### src/rtl/reg_pair_pkg.sv
// Shared encodings for the register-pair sequencer: op codes, pair codes,
// register-file selects, sequencer states and the pair-to-select mapping.
package reg_pair_pkg;

    localparam logic [1:0] OP_RD  = 2'd0;
    localparam logic [1:0] OP_WR  = 2'd1;
    localparam logic [1:0] OP_INC = 2'd2;
    localparam logic [1:0] OP_DEC = 2'd3;

    localparam logic [1:0] PAIR_BC = 2'd0;
    localparam logic [1:0] PAIR_DE = 2'd1;
    localparam logic [1:0] PAIR_HL = 2'd2;
    localparam logic [1:0] PAIR_AP = 2'd3;

    localparam logic [2:0] SEL_B    = 3'd0;
    localparam logic [2:0] SEL_C    = 3'd1;
    localparam logic [2:0] SEL_D    = 3'd2;
    localparam logic [2:0] SEL_E    = 3'd3;
    localparam logic [2:0] SEL_H    = 3'd4;
    localparam logic [2:0] SEL_L    = 3'd5;
    localparam logic [2:0] ZERO_SEL = 3'd6;
    localparam logic [2:0] SEL_A    = 3'd7;

    localparam logic [2:0] ST_IDLE  = 3'd0;
    localparam logic [2:0] ST_READ  = 3'd1;
    localparam logic [2:0] ST_WR_LO = 3'd2;
    localparam logic [2:0] ST_WR_HI = 3'd3;
    localparam logic [2:0] ST_RESP  = 3'd4;

    typedef struct packed {
        logic [2:0] hi;
        logic [2:0] lo;
    } pair_sel_t;

    // The A-pair's low half is the hard-wired zero register.
    function automatic pair_sel_t pair_sels(input logic [1:0] pair);
        pair_sel_t s;
        case (pair)
            PAIR_BC: s = '{hi: SEL_B, lo: SEL_C};
            PAIR_DE: s = '{hi: SEL_D, lo: SEL_E};
            PAIR_HL: s = '{hi: SEL_H, lo: SEL_L};
            default: s = '{hi: SEL_A, lo: ZERO_SEL};
        endcase
        return s;
    endfunction

endpackage

### src/rtl/reg_pair_arb.sv
// Two-requester arbiter. Fixed priority (req 0 first) by default; define
// REG_PAIR_CTRL_RR_EN for a round-robin pointer advanced on each accept.
module reg_pair_arb (
    input  logic       clock,
    input  logic       reset,
    input  logic [1:0] req_i,
    input  logic       advance_i,
    output logic [1:0] gnt_o
);

`ifdef REG_PAIR_CTRL_RR_EN
    logic prio1_q;
    logic prio1_d;

    // After serving req 0 the pointer favours req 1, and vice versa.
    always_comb begin
        prio1_d = prio1_q;
        if (advance_i) prio1_d = gnt_o[0];
    end

    always_ff @(posedge clock) begin
        if (reset) prio1_q <= 1'b0;
        else       prio1_q <= prio1_d;
    end

    always_comb begin
        gnt_o = 2'b00;
        if (prio1_q) begin
            if (req_i[1])      gnt_o = 2'b10;
            else if (req_i[0]) gnt_o = 2'b01;
        end else begin
            if (req_i[0])      gnt_o = 2'b01;
            else if (req_i[1]) gnt_o = 2'b10;
        end
    end
`else
    logic unused_fixed;
    assign unused_fixed = ^{clock, reset, advance_i};

    always_comb begin
        gnt_o = 2'b00;
        if (req_i[0])      gnt_o = 2'b01;
        else if (req_i[1]) gnt_o = 2'b10;
    end
`endif

endmodule

### src/rtl/reg_pair_ctrl.sv
// Sequences 16-bit pair RD/WR/INC/DEC into 8-bit register-file accesses and
// shares the port between two requesters. Optional macro: REG_PAIR_CTRL_RR_EN.
module reg_pair_ctrl
    import reg_pair_pkg::*;
#(
    parameter int OP_W   = 2,
    parameter int PAIR_W = 2,
    parameter int SEL_W  = 3
) (
    input  logic                clock,
    input  logic                reset,
    input  logic [1:0]          req_valid,
    output logic [1:0]          req_ready,
    input  logic [2*OP_W-1:0]   req_op,
    input  logic [2*PAIR_W-1:0] req_pair,
    input  logic [31:0]         req_wdata,
    output logic                resp_valid,
    output logic                resp_id,
    output logic [15:0]         resp_data,
    output logic                busy,
    output logic [SEL_W-1:0]    rf_out1_sel,
    output logic [SEL_W-1:0]    rf_out2_sel,
    input  logic [7:0]          rf_out1,
    input  logic [7:0]          rf_out2,
    output logic [7:0]          rf_data_in,
    output logic [SEL_W-1:0]    rf_data_in_sel,
    output logic                rf_write_reg
);

    logic [2:0]        state_q, state_d;
    logic [OP_W-1:0]   op_q, op_d;
    logic [PAIR_W-1:0] pair_q, pair_d;
    logic              id_q, id_d;
    logic [15:0]       wdata_q, wdata_d;
    logic [15:0]       rdata_q, rdata_d;

    logic [1:0]        gnt;
    logic              accept;
    logic              win;
    logic [OP_W-1:0]   op_in;
    pair_sel_t         sels;

    // Wraps modulo 2^16; the A-pair result keeps only the byte that A can hold.
    function automatic logic [15:0] pair_step(input logic [15:0] v, input logic dec,
                                              input logic zero_lo);
        logic [15:0] r;
        r = dec ? (v - 16'd1) : (v + 16'd1);
        if (zero_lo) r[7:0] = 8'h00;
        return r;
    endfunction

    reg_pair_arb u_arb (
        .clock     (clock),
        .reset     (reset),
        .req_i     (req_valid),
        .advance_i (accept),
        .gnt_o     (gnt)
    );

    assign req_ready = (state_q == ST_IDLE && !reset) ? gnt : 2'b00;
    assign accept    = |req_ready;
    assign win       = req_ready[1];
    assign op_in     = win ? req_op[2*OP_W-1:OP_W] : req_op[OP_W-1:0];

    always_comb begin
        state_d = state_q;
        op_d    = op_q;
        pair_d  = pair_q;
        id_d    = id_q;
        wdata_d = wdata_q;
        rdata_d = rdata_q;
        case (state_q)
            ST_IDLE: begin
                if (accept) begin
                    op_d    = op_in;
                    pair_d  = win ? req_pair[2*PAIR_W-1:PAIR_W] : req_pair[PAIR_W-1:0];
                    id_d    = win;
                    wdata_d = win ? req_wdata[31:16] : req_wdata[15:0];
                    state_d = (op_in == OP_WR) ? ST_WR_LO : ST_READ;
                end
            end
            ST_READ: begin
                rdata_d = {rf_out1, rf_out2};
                if (op_q == OP_RD) begin
                    state_d = ST_RESP;
                end else begin
                    wdata_d = pair_step({rf_out1, rf_out2}, op_q == OP_DEC, pair_q == PAIR_AP);
                    state_d = ST_WR_LO;
                end
            end
            ST_WR_LO: state_d = ST_WR_HI;
            ST_WR_HI: state_d = ST_RESP;
            ST_RESP:  state_d = ST_IDLE;
            default:  state_d = ST_IDLE;
        endcase
    end

    always_ff @(posedge clock) begin
        if (reset) state_q <= ST_IDLE;
        else       state_q <= state_d;
    end

    always_ff @(posedge clock) begin
        op_q    <= op_d;
        pair_q  <= pair_d;
        id_q    <= id_d;
        wdata_q <= wdata_d;
        rdata_q <= rdata_d;
    end

    // Register-file and response outputs depend only on registered state;
    // reset gates the write strobe so an aborted sequence writes nothing more.
    always_comb begin
        sels           = pair_sels(pair_q);
        busy           = (state_q != ST_IDLE);
        rf_out1_sel    = '0;
        rf_out2_sel    = '0;
        rf_data_in     = 8'h00;
        rf_data_in_sel = '0;
        rf_write_reg   = 1'b0;
        resp_valid     = 1'b0;
        resp_id        = 1'b0;
        resp_data      = 16'h0000;
        case (state_q)
            ST_READ: begin
                rf_out1_sel = sels.hi;
                rf_out2_sel = sels.lo;
            end
            ST_WR_LO: begin
                rf_write_reg   = !reset;
                rf_data_in_sel = sels.lo;
                rf_data_in     = wdata_q[7:0];
            end
            ST_WR_HI: begin
                rf_write_reg   = !reset;
                rf_data_in_sel = sels.hi;
                rf_data_in     = wdata_q[15:8];
            end
            ST_RESP: begin
                resp_valid = 1'b1;
                resp_id    = id_q;
                resp_data  = (op_q == OP_RD) ? rdata_q : wdata_q;
            end
            default: ;
        endcase
    end

endmodule
### config.mk
export PLATFORM = sky130hd
export DESIGN_NAME = reg_pair_ctrl
export DESIGN_NICKNAME = d
export VERILOG_FILES = /design/src/rtl/reg_pair_pkg.sv /design/src/rtl/reg_pair_arb.sv /design/src/rtl/reg_pair_ctrl.sv
export SDC_FILE = /design/constraint.sdc
export NUM_CORES = 1
export LEC_CHECK = 0
export CAP_MARGIN = 10
export CELL_PAD_IN_SITES_DETAIL_PLACEMENT = 0
export CELL_PAD_IN_SITES_GLOBAL_PLACEMENT = 2
export CORE_UTILIZATION = 29
export CTS_BUF_LIST = sky130_fd_sc_hd__clkbuf_4 sky130_fd_sc_hd__clkbuf_8
export CTS_CLUSTER_SIZE = 28
export DETAILED_ROUTE_END_ITERATION = 12
export PLACE_DENSITY = 0.89
export SYNTH_ARGS = -nofsm -noshare
export SYNTH_HDL_FRONTEND = slang
export SYNTH_SLANG_ARGS = --single-unit
### constraint.sdc
create_clock -name clock -period 6.8 [get_ports clock]
set_input_delay 1.36 -clock clock [delete_from_list [all_inputs] [get_ports clock]]
set_output_delay 1.36 -clock clock [all_outputs]
set_load 0.01 [all_outputs]
==> metrics.txt, run 1 <==
run status=complete, no violations; post-cts resize count=0; post-synthesis cell type count=between 50 and 60; WL/cell=around 16 µm; asr flop ratio synth=0%; Util after Layout=roughly two fifths; CTS max path bufs=2; root buffer cell=clkbuf_8; max-slew violations=0; Setup CP Type=in -> out; class of the worst hold path=reg -> reg; main area contributors after synthesis=edfxtp_1 (37%), mux2i_1 (8.8%), nand2_1 (6.5%); RSZ-0062 raised after global routing=false; GPL Wtd Cong=0.8287; Peak Freq=approximately 210 MHz; CTS Buf Count=5; antenna violations before repair=0; Post-DRT Antenna Nets=0; Worst path most repeated cell=clkdlybuf4s50_1; IO buf count=between 90 and 100; Slew headroom=a little under half; share of cells above drive strength 1=about 6.6%; Max VDD drop=roughly 0.08 mV; Placed Area=roughly 4000 µm²; fillers=968; CP endpoint kind=output pin; first-pass GRT wire length=approximately 14000 µm; Worst-Skew Late Latency=0.29 ns; CP max FO=23; Min Clock Period, post-route=between 4 and 5 ns; Total GRT Usage=17.11%; hold_buf cts=0; TNS Setup=0 ns; mean area per synthesized cell=between 8 and 9 µm²; die width=approximately 100 µm; Core Region=between 9000 and 10000 µm²; row cnt=36; worst hold slack=0.5768 ns; CTS sink count=40; Post-synth top cells=nand2_1 (51), edfxtp_1 (37), a21oi_1 (26), mux2i_1 (26); Initial Util=a little under a third; num ports=99; vias=2790; Ant. Diodes=0; final hold viol count=0; number of max-cap violations=0; DRC=0; height of the die=about 100 µm; #FFs+latches synth=40; Clock Skew=around 0.0068 ns; Reg clk slew, reported paths=roughly 0.07 ns; vias per inst=around 5.1; Lkg Pwr=0.001499 µW; most frequent cell after synthesis=nand2_1; Critical Path, Cell by Cell=clkdlybuf4s50_1, or4b_1, buf_4, inv_1, clkdlybuf4s50_1; crit share post-route=around 70%; Synth-to-Final Area Change=38.72%; ys flop type=edfxtp_1; share of the yosys chip area belonging to registers=between 30% and 40%; Post-Route WL=approximately 9000 µm; NumNets Final=between 400 and 500; die area=around 11000 µm²; DP Wirelength=slightly below 7000 µm; grt total ovfl=0; post-CTS setup buffer count=0; area leader, netlist=edfxtp_1; slowest library cell on the worst path=clkdlybuf4s50_1; drt initial violations=between 150 and 200; H-tree lvl count=2; Detailed Routing Iterations Pass 1=5; pin count of the biggest net entering global routing=45; Post-synth EDFFs=37; CTS tree=done; Yosys top cell area share=between 30% and 40%; cells after synthesis=approximately 340; measured slew at the worst slew-check pin=slightly below 0.8 ns; critical path's largest stage delay=roughly 0.55 ns; syn_nets=roughly 400; CP Launch Type=input pin; final setup vio count=0; pwr dens=189.4 nW/µm²; arrival time at the worst endpoint=3.38 ns; Required @ worst endpoint=5.44 ns; vias in the first global route=about 2700; Synth warnings=0; final design area excluding fillers=~4000 µm²; Post-Syn Area=a little under 3000 µm²
power breakdown:
group	internal, µW	switching (µW)	total (µW)
sequential	314	27.0	341
combinational	119	128	247
clock	113	79.0	192
worst max-delay path, delay by kind of cell:
kind | cells | cell delay [ns]
AND/OR/NAND/NOR | 1 | 0.53
buffers and inverters | 4 | 1.48
sequential cells by signal, indices dropped and copies added (netlist names):
register	cells
id_q	1
op_q	2
pair_q	2
rdata_q	16
state_q	3
wdata_q	16
layer usage:
metal	track usage [%]	part of all wire, %	up-vias
met2	30.77	49	82
met5	0	0	-
met4	4.767	1.2	0
met3	2.508	5.4	8
li1	-	-	1381
met1	21.25	44	1319
cell usage in the layout, fill, tap and decap left out, drive strengths merged, types with 4 or more instances in the layout:
master / n
o21ai: 4
o22ai: 13
clkdlybuf4s50: 98
nor4: 4
nand2: 51
inv: 5
nand3: 6
nor3b: 4
clkbuf: 6
xor2: 4
nor3: 13
mux2: 5
xnor2: 11
mux2i: 26
nand3b: 4
or3: 5
and2: 6
edfxtp: 37
nor2: 25
nand2b: 4
a21oi: 27
buf: 4
logic make-up (layout without fill, tap and decap cells):
family                     Yosys count  in the layout  synth area share, %
and+or+nand+nor                    140            140                23.75
xor gates and xnor gates            15             15                4.428
muxes                               31             31                10.67
buffers and inverters               38            115                5.693
DFF                                 40             40                39.48
AOI/OAI and AO/OA                   70             70                15.56
adders and majority gates            1              1               0.4217
path summary, 6_finish.rpt:
| check | startpoint | end | slack (ns) | cells after the start |
|---|---|---|---|---|
| hold / removal | state_q[2] | state_q[2] | 0.58 | 1 |
| setup reg to reg | op_q[1] | wdata_q[14] | 3.55 | 7 |
| setup / recovery | reset | req_ready[1] | 2.06 | 5 |
| hold reg to reg | state_q[2] | state_q[2] | 0.58 | 1 |
area by class of cell:
type	count	area, µm²	share of cell area (%)
clock inverters	2	35.03	0.8513
clock buffers	6	76.32	1.855
repair buffers	102	1011	24.57
flip-flops and latches	40	1171	28.46
well taps	133	166.4	4.044
multi-input cells	257	1637	39.77
inverters	5	18.77	0.4561
through the flow:
stage          worst slack, ns  total power [µW]  instances
3_5_place_dp             2.048             594.4        537
3_3_place_gp             2.077             592.3        537
6_report                 2.062             779.3        545
2_1_floorplan            3.088             481.6        335
4_1_cts                  2.045             784.5        545
5_1_grt                  1.937             818.9        545
Note: power is estimated with default switching activity, not from simulation.
==> run 2, diff against run 1 <==
--- a/config.mk
+++ b/config.mk
@@ -8,11 +8,11 @@
 export CAP_MARGIN = 10
 export CELL_PAD_IN_SITES_DETAIL_PLACEMENT = 0
 export CELL_PAD_IN_SITES_GLOBAL_PLACEMENT = 2
-export CORE_UTILIZATION = 29
+export CORE_UTILIZATION = 27
 export CTS_BUF_LIST = sky130_fd_sc_hd__clkbuf_4 sky130_fd_sc_hd__clkbuf_8
 export CTS_CLUSTER_SIZE = 28
 export DETAILED_ROUTE_END_ITERATION = 12
-export PLACE_DENSITY = 0.89
+export PLACE_DENSITY = 0.84
 export SYNTH_ARGS = -nofsm -noshare
 export SYNTH_HDL_FRONTEND = slang
 export SYNTH_SLANG_ARGS = --single-unit
==> constraint.sdc (replaced) <==
create_clock -name clock -period 4.37 [get_ports clock]
set_input_delay 0.874 -clock clock [delete_from_list [all_inputs] [get_ports clock]]
set_output_delay 0.874 -clock clock [all_outputs]
set_load 0.01 [all_outputs]
==> metrics.txt, run 2 (same netlist as run 1, synthesis figures left out) <==
CP endpoint kind=output pin; crit share post-route=between 80 and 90%; Worst-Skew Late Latency=0.29 ns (about the same); slowest library cell on the worst path=or4b_1; first-pass GRT wire length=14120 µm (+2.8%); GPL Wtd Cong=0.8480 (+2.3%); WL/cell=16.84 µm (+3.2%); worst hold path endpoint=state_q[2]; DRC=0 (unchanged); Synth-to-Final Area Change=39.60%; vias in the first global route=2590 (-3.2%); Detailed Routing Iterations Pass 1=5 (unchanged); Worst Reg-to-Reg Cells=7 (unchanged); Post-Route WL=9280 µm (+4.4%); CTS sink count=40 (unchanged); post-cts resize count=0 (unchanged); Min Clock Period, post-route=~3.6 ns; Peak Freq=roughly 280 MHz; vias=2785 (-0.18%); Initial Util=28.23% (-1.8 points); Max VDD drop=0.1569 mV (+95%); worst r2r dst=wdata_q[14]; root buffer cell=clkbuf_8; Top Registers=rdata_q (16), wdata_q (16), state_q (3); CP max FO=7 (-70%); hold depth=1 (unchanged); # placed instances=543 (+1.1%); final setup vio count=0 (unchanged); Slew headroom=46.79% (-0.29 points); IO buf count=98 (unchanged); vias per inst=5.054 (-1.3%); share of cells above drive strength 1=7.229% (+0.68 points); Final WS setup=0.7997 ns (-1.263 ns); commonest non-fill, non-tap cells in the layout=clkdlybuf4s50_1 (98), nand2_1 (51), edfxtp_1 (37); grt total ovfl=0 (unchanged); CP Launch Type=input pin; CP startpoint=reset; Post-DRT Antenna Nets=0 (unchanged); Worst path most repeated cell=clkdlybuf4s50_1; number of max-cap violations=0 (unchanged); CTS tree=done; R2R Path Start=op_q[1]; die area=11410 µm² (+7.3%); height of the die=106.8 µm (+3.6%); Tot Pwr=1223 µW (+57%); drt initial violations=217 (+44%); critical path's largest stage delay=0.60 ns (+0.05 ns); CP Buf/Inv Count=3 (-1); worst slack, placed=0.7964 ns (-1.251 ns); RSZ-0062 raised after global routing=false; Reg clk slew, reported paths=0.08 ns (about the same); row cnt=37 (+2.8%); final design area excluding fillers=4141 µm² (+0.64%); pin count of the biggest net entering global routing=32 (-29%); most common cell after layout, fill and taps aside=clkdlybuf4s50_1; die width=106.8 µm (+3.6%); CTS max path bufs=2 (unchanged); r2r setup slk=1.35 ns (-2.20 ns); Core Region=10510 µm² (+6.5%); cell class contributing the biggest share of worst-path delay=buffers and inverters; Required @ worst endpoint=3.50 ns (-1.94 ns); TNS Setup=0 ns (unchanged); measured slew at the worst slew-check pin=0.7920 ns (+0.004365 ns); hold_buf cts=0 (unchanged); Placed Area=4030 µm² (+0.66%); pwr dens=295.3 nW/µm² (+56%); CTS Buf Count=5 (unchanged); NumNets Final=475 (+0.64%); run status=complete, no violations; Ant. Diodes=0 (unchanged); final hold viol count=0 (unchanged); num ports=99 (unchanged); arrival time at the worst endpoint=2.70 ns (-0.68 ns); Lkg Pwr=0.001514 µW (+1.0%); Hold Startpoint=state_q[2]; antenna violations before repair=0 (unchanged); Clock Skew=0.001149 ns (-0.005608 ns); non-filler instance count after layout=551 (+1.1%); H-tree lvl count=2 (unchanged); Total GRT Usage=16.09% (-1.0 points); Critical Path, Cell by Cell=clkdlybuf4s50_1, or4b_1, inv_1, clkdlybuf4s50_1; class of the worst hold path=reg -> reg; post-CTS setup buffer count=0 (unchanged); Setup CP Type=in -> out; DP Wirelength=7101 µm (+5.5%); max-slew violations=0 (unchanged)
[run 2: cell types whose count changed in the layout (fill, tap and decap cells not counted), sizes merged]
| cell | previous run | this run |
|---|---|---|
| buf | 4 | 7 |
[run 2: stage by stage]
stage / util, % / hold WS [ns]
after floorplan: - / 0.4862
after global placement: 38.35 / 0.5740
after detailed placement: 38.35 / 0.5609
after CTS: 39.41 / 0.5793
after global routing: 39.41 / 0.6003
final: 39.41 / 0.5825
[run 2: final cells by class]
cell class / count / area (µm²)
multi-input cells: 257 / 1637
fillers: 1085 / 6367
well taps: 136 / 170.2
flip-flops and latches: 40 / 1171
inverters: 5 / 18.77
repair buffers: 105 / 1033
clock buffers: 6 / 76.32
clock inverters: 2 / 35.03
[run 2: routing by layer]
layer	routed length, µm	GRT usage (%)
met3	448	1.641
met2	4583	28.02
met5	0	0
met1	4158	21.31
met4	89	3.816
[run 2: worst max path at each step]
stage,end,cells after the start
finish,req_ready[1],4
global route,req_ready[1],4
CTS,req_ready[1],4
detailed placement,req_ready[1],4
global placement,req_ready[1],4
floorplan,req_ready[1],4
[run 2: power breakdown]
part           total, µW  switching (µW)  internal [µW]
clock                302             127            176
combinational        391             203            188
sequential           530            41.7            488
total               1220             371            852
==> run 3, diff against run 2 <==
==> constraint.sdc (replaced) <==
create_clock -name clock -period 3.3 [get_ports clock]
set_input_delay 0.66 -clock clock [delete_from_list [all_inputs] [get_ports clock]]
set_output_delay 0.66 -clock clock [all_outputs]
set_load 0.01 [all_outputs]
==> metrics.txt, run 3 (same netlist as run 1, synthesis figures left out) <==
run status=complete, no violations; power share of the clock group=19.6% (-5.1 points); Post-Route WL=9375 µm (+1.0%); post-CTS setup buffer count=0 (unchanged); post-cts resize count=0 (unchanged); hold_buf cts=0 (unchanged); TNS Setup=0 ns (unchanged); vias in the first global route=2768 (+6.9%); worst hold slack=0.5814 ns (-0.001162 ns); Required @ worst endpoint=2.64 ns (-0.86 ns); Core Region=10510 µm² (unchanged); commonest non-fill, non-tap cells in the layout=clkdlybuf4s50_1 (98), nand2_1 (51), edfxtp_1 (37); sw power=484.8 µW (+31%); most common cell after layout, fill and taps aside=clkdlybuf4s50_1; die width=106.8 µm (unchanged); Initial Util=28.23% (unchanged); Min Clock Period, post-route=between 3 and 4 ns; row cnt=37 (unchanged); fillers=1049 (-3.3%); share of cells above drive strength 1=8.511% (+1.3 points); vias per inst=5.054 (about the same); Reg clk slew, reported paths=0.07 ns (about the same); slowest library cell on the worst path=or3b_2; CTS max path bufs=2 (unchanged); RSZ-0062 raised after global routing=false; WL/cell=16.77 µm (-0.42%); sequential power share=45.3% (+2.0 points); measured slew at the worst slew-check pin=0.7770 ns (-0.01500 ns); DRC=0 (unchanged); Synth-to-Final Area Change=40.70%; Lkg Pwr=0.001539 µW (+1.6%); sw frac=31.74% (+1.4 points); Detailed Routing Iterations Pass 1=4 (-1); grt total ovfl=0 (unchanged); class of the worst hold path=reg -> reg; Worst-Skew Late Latency=0.29 ns (about the same); GPL Wtd Cong=0.8203 (-3.3%); height of the die=106.8 µm (unchanged); arrival time at the worst endpoint=2.42 ns (-0.28 ns); antenna violations before repair=0 (unchanged); vias=2825 (+1.4%); Total GRT Usage=16.45% (+0.36 points); Peak Freq=between 300 and 400 MHz; critical path's largest stage delay=0.68 ns (+0.08 ns); Critical Path, Cell by Cell=buf_4, or3b_2, a21oi_1, clkdlybuf4s50_1; NumNets Final=484 (+1.9%); IO buf count=98 (unchanged); Top Registers=rdata_q (16), wdata_q (16), state_q (3); final setup vio count=0 (unchanged); CP Launch Type=register; Setup CP Type=reg -> out; num ports=99 (unchanged); H-tree lvl count=2 (unchanged); DP Wirelength=7283 µm (+2.6%); CTS sink count=40 (unchanged); number of max-cap violations=0 (unchanged); CTS Buf Count=5 (unchanged); pin count of the biggest net entering global routing=41 (+28%); internal power=1043 µW (+22%); drt initial violations=116 (-47%); CP endpoint kind=output pin; first-pass GRT wire length=14590 µm (+3.3%); combinational share of power=35.1% (+3.2 points); max-slew violations=0 (unchanged); Slew headroom=47.80% (+1.0 points); CTS tree=done; pwr dens=366.0 nW/µm² (+24%); Max VDD drop=0.1325 mV (-16%); CP max FO=17 (+10); Clock Skew=0.004902 ns (+0.003753 ns); crit share post-route=between 90% and 100%; final hold viol count=0 (unchanged); Post-DRT Antenna Nets=0 (unchanged); die area=11410 µm² (unchanged); Ant. Diodes=0 (unchanged); root buffer cell=clkbuf_8
-- run 3: cell count changes in the layout (fill, tap and decap cells not counted), sizes merged --
cell and delta:
clkinv +1, buf +9, bufinv -1, clkbuf -1
-- run 3: stage by stage --
stage	cells	setup WS (ns)	cell area, µm²	utilization, %	power (µW)
2_1_floorplan	335	0.7427	2967	-	992.4
3_3_place_gp	552	0.2404	4098	38.99	1237
3_5_place_dp	552	0.2224	4098	38.99	1242
4_1_cts	559	0.2021	4174	39.72	1536
5_1_grt	559	0.01357	4174	39.72	1615
6_report	559	0.2238	4174	39.72	1528
-- run 3: path summary, 6_finish.rpt --
path / to / slack [ns] / cells past startpoint / startpoint
setup / recovery: resp_data[6] / 0.22 / 4 / state_q[0]
hold / removal: state_q[0] / 0.58 / 1 / state_q[0]
setup reg to reg: wdata_q[12] / 0.80 / 6 / state_q[0]
hold reg to reg: state_q[0] / 0.58 / 1 / state_q[0]
-- run 3: power groups by stage --
stage	registers (µW)	clock network, µW	logic, µW
final	691	300	536
after global routing	699	327	589
after CTS	691	303	542
after detailed placement	702	0	541
after global placement	701	0	537
after floorplan	677	0	315
-- run 3: critical path: cells and delay by family (launching register included) --
kind / cells / cell delay, ns
buffers and inverters: 2 / 0.81
DFF: 1 / 0.37
and+or+nand+nor: 1 / 0.68
AOI/OAI and AO/OA: 1 / 0.26
-- run 3: routing by layer --
layer  track usage [%]  part of all wire (%)
met4             5.577                   1.6
met2             27.83                    48
met1             21.61                    46
met3             2.006                   4.3
met5                 0                     0
-- run 3: cell type report --
type	instances	area [µm²]	area share, %
Multi-Input combinational cell	257	1637	39.21
Timing Repair Buffer	114	1101	26.38
Clock inverter	2	7.507	0.1799
Tap cell	136	170.2	4.077
Inverter	5	18.77	0.4496
Sequential cell	40	1171	28.06
Clock buffer	5	68.82	1.649
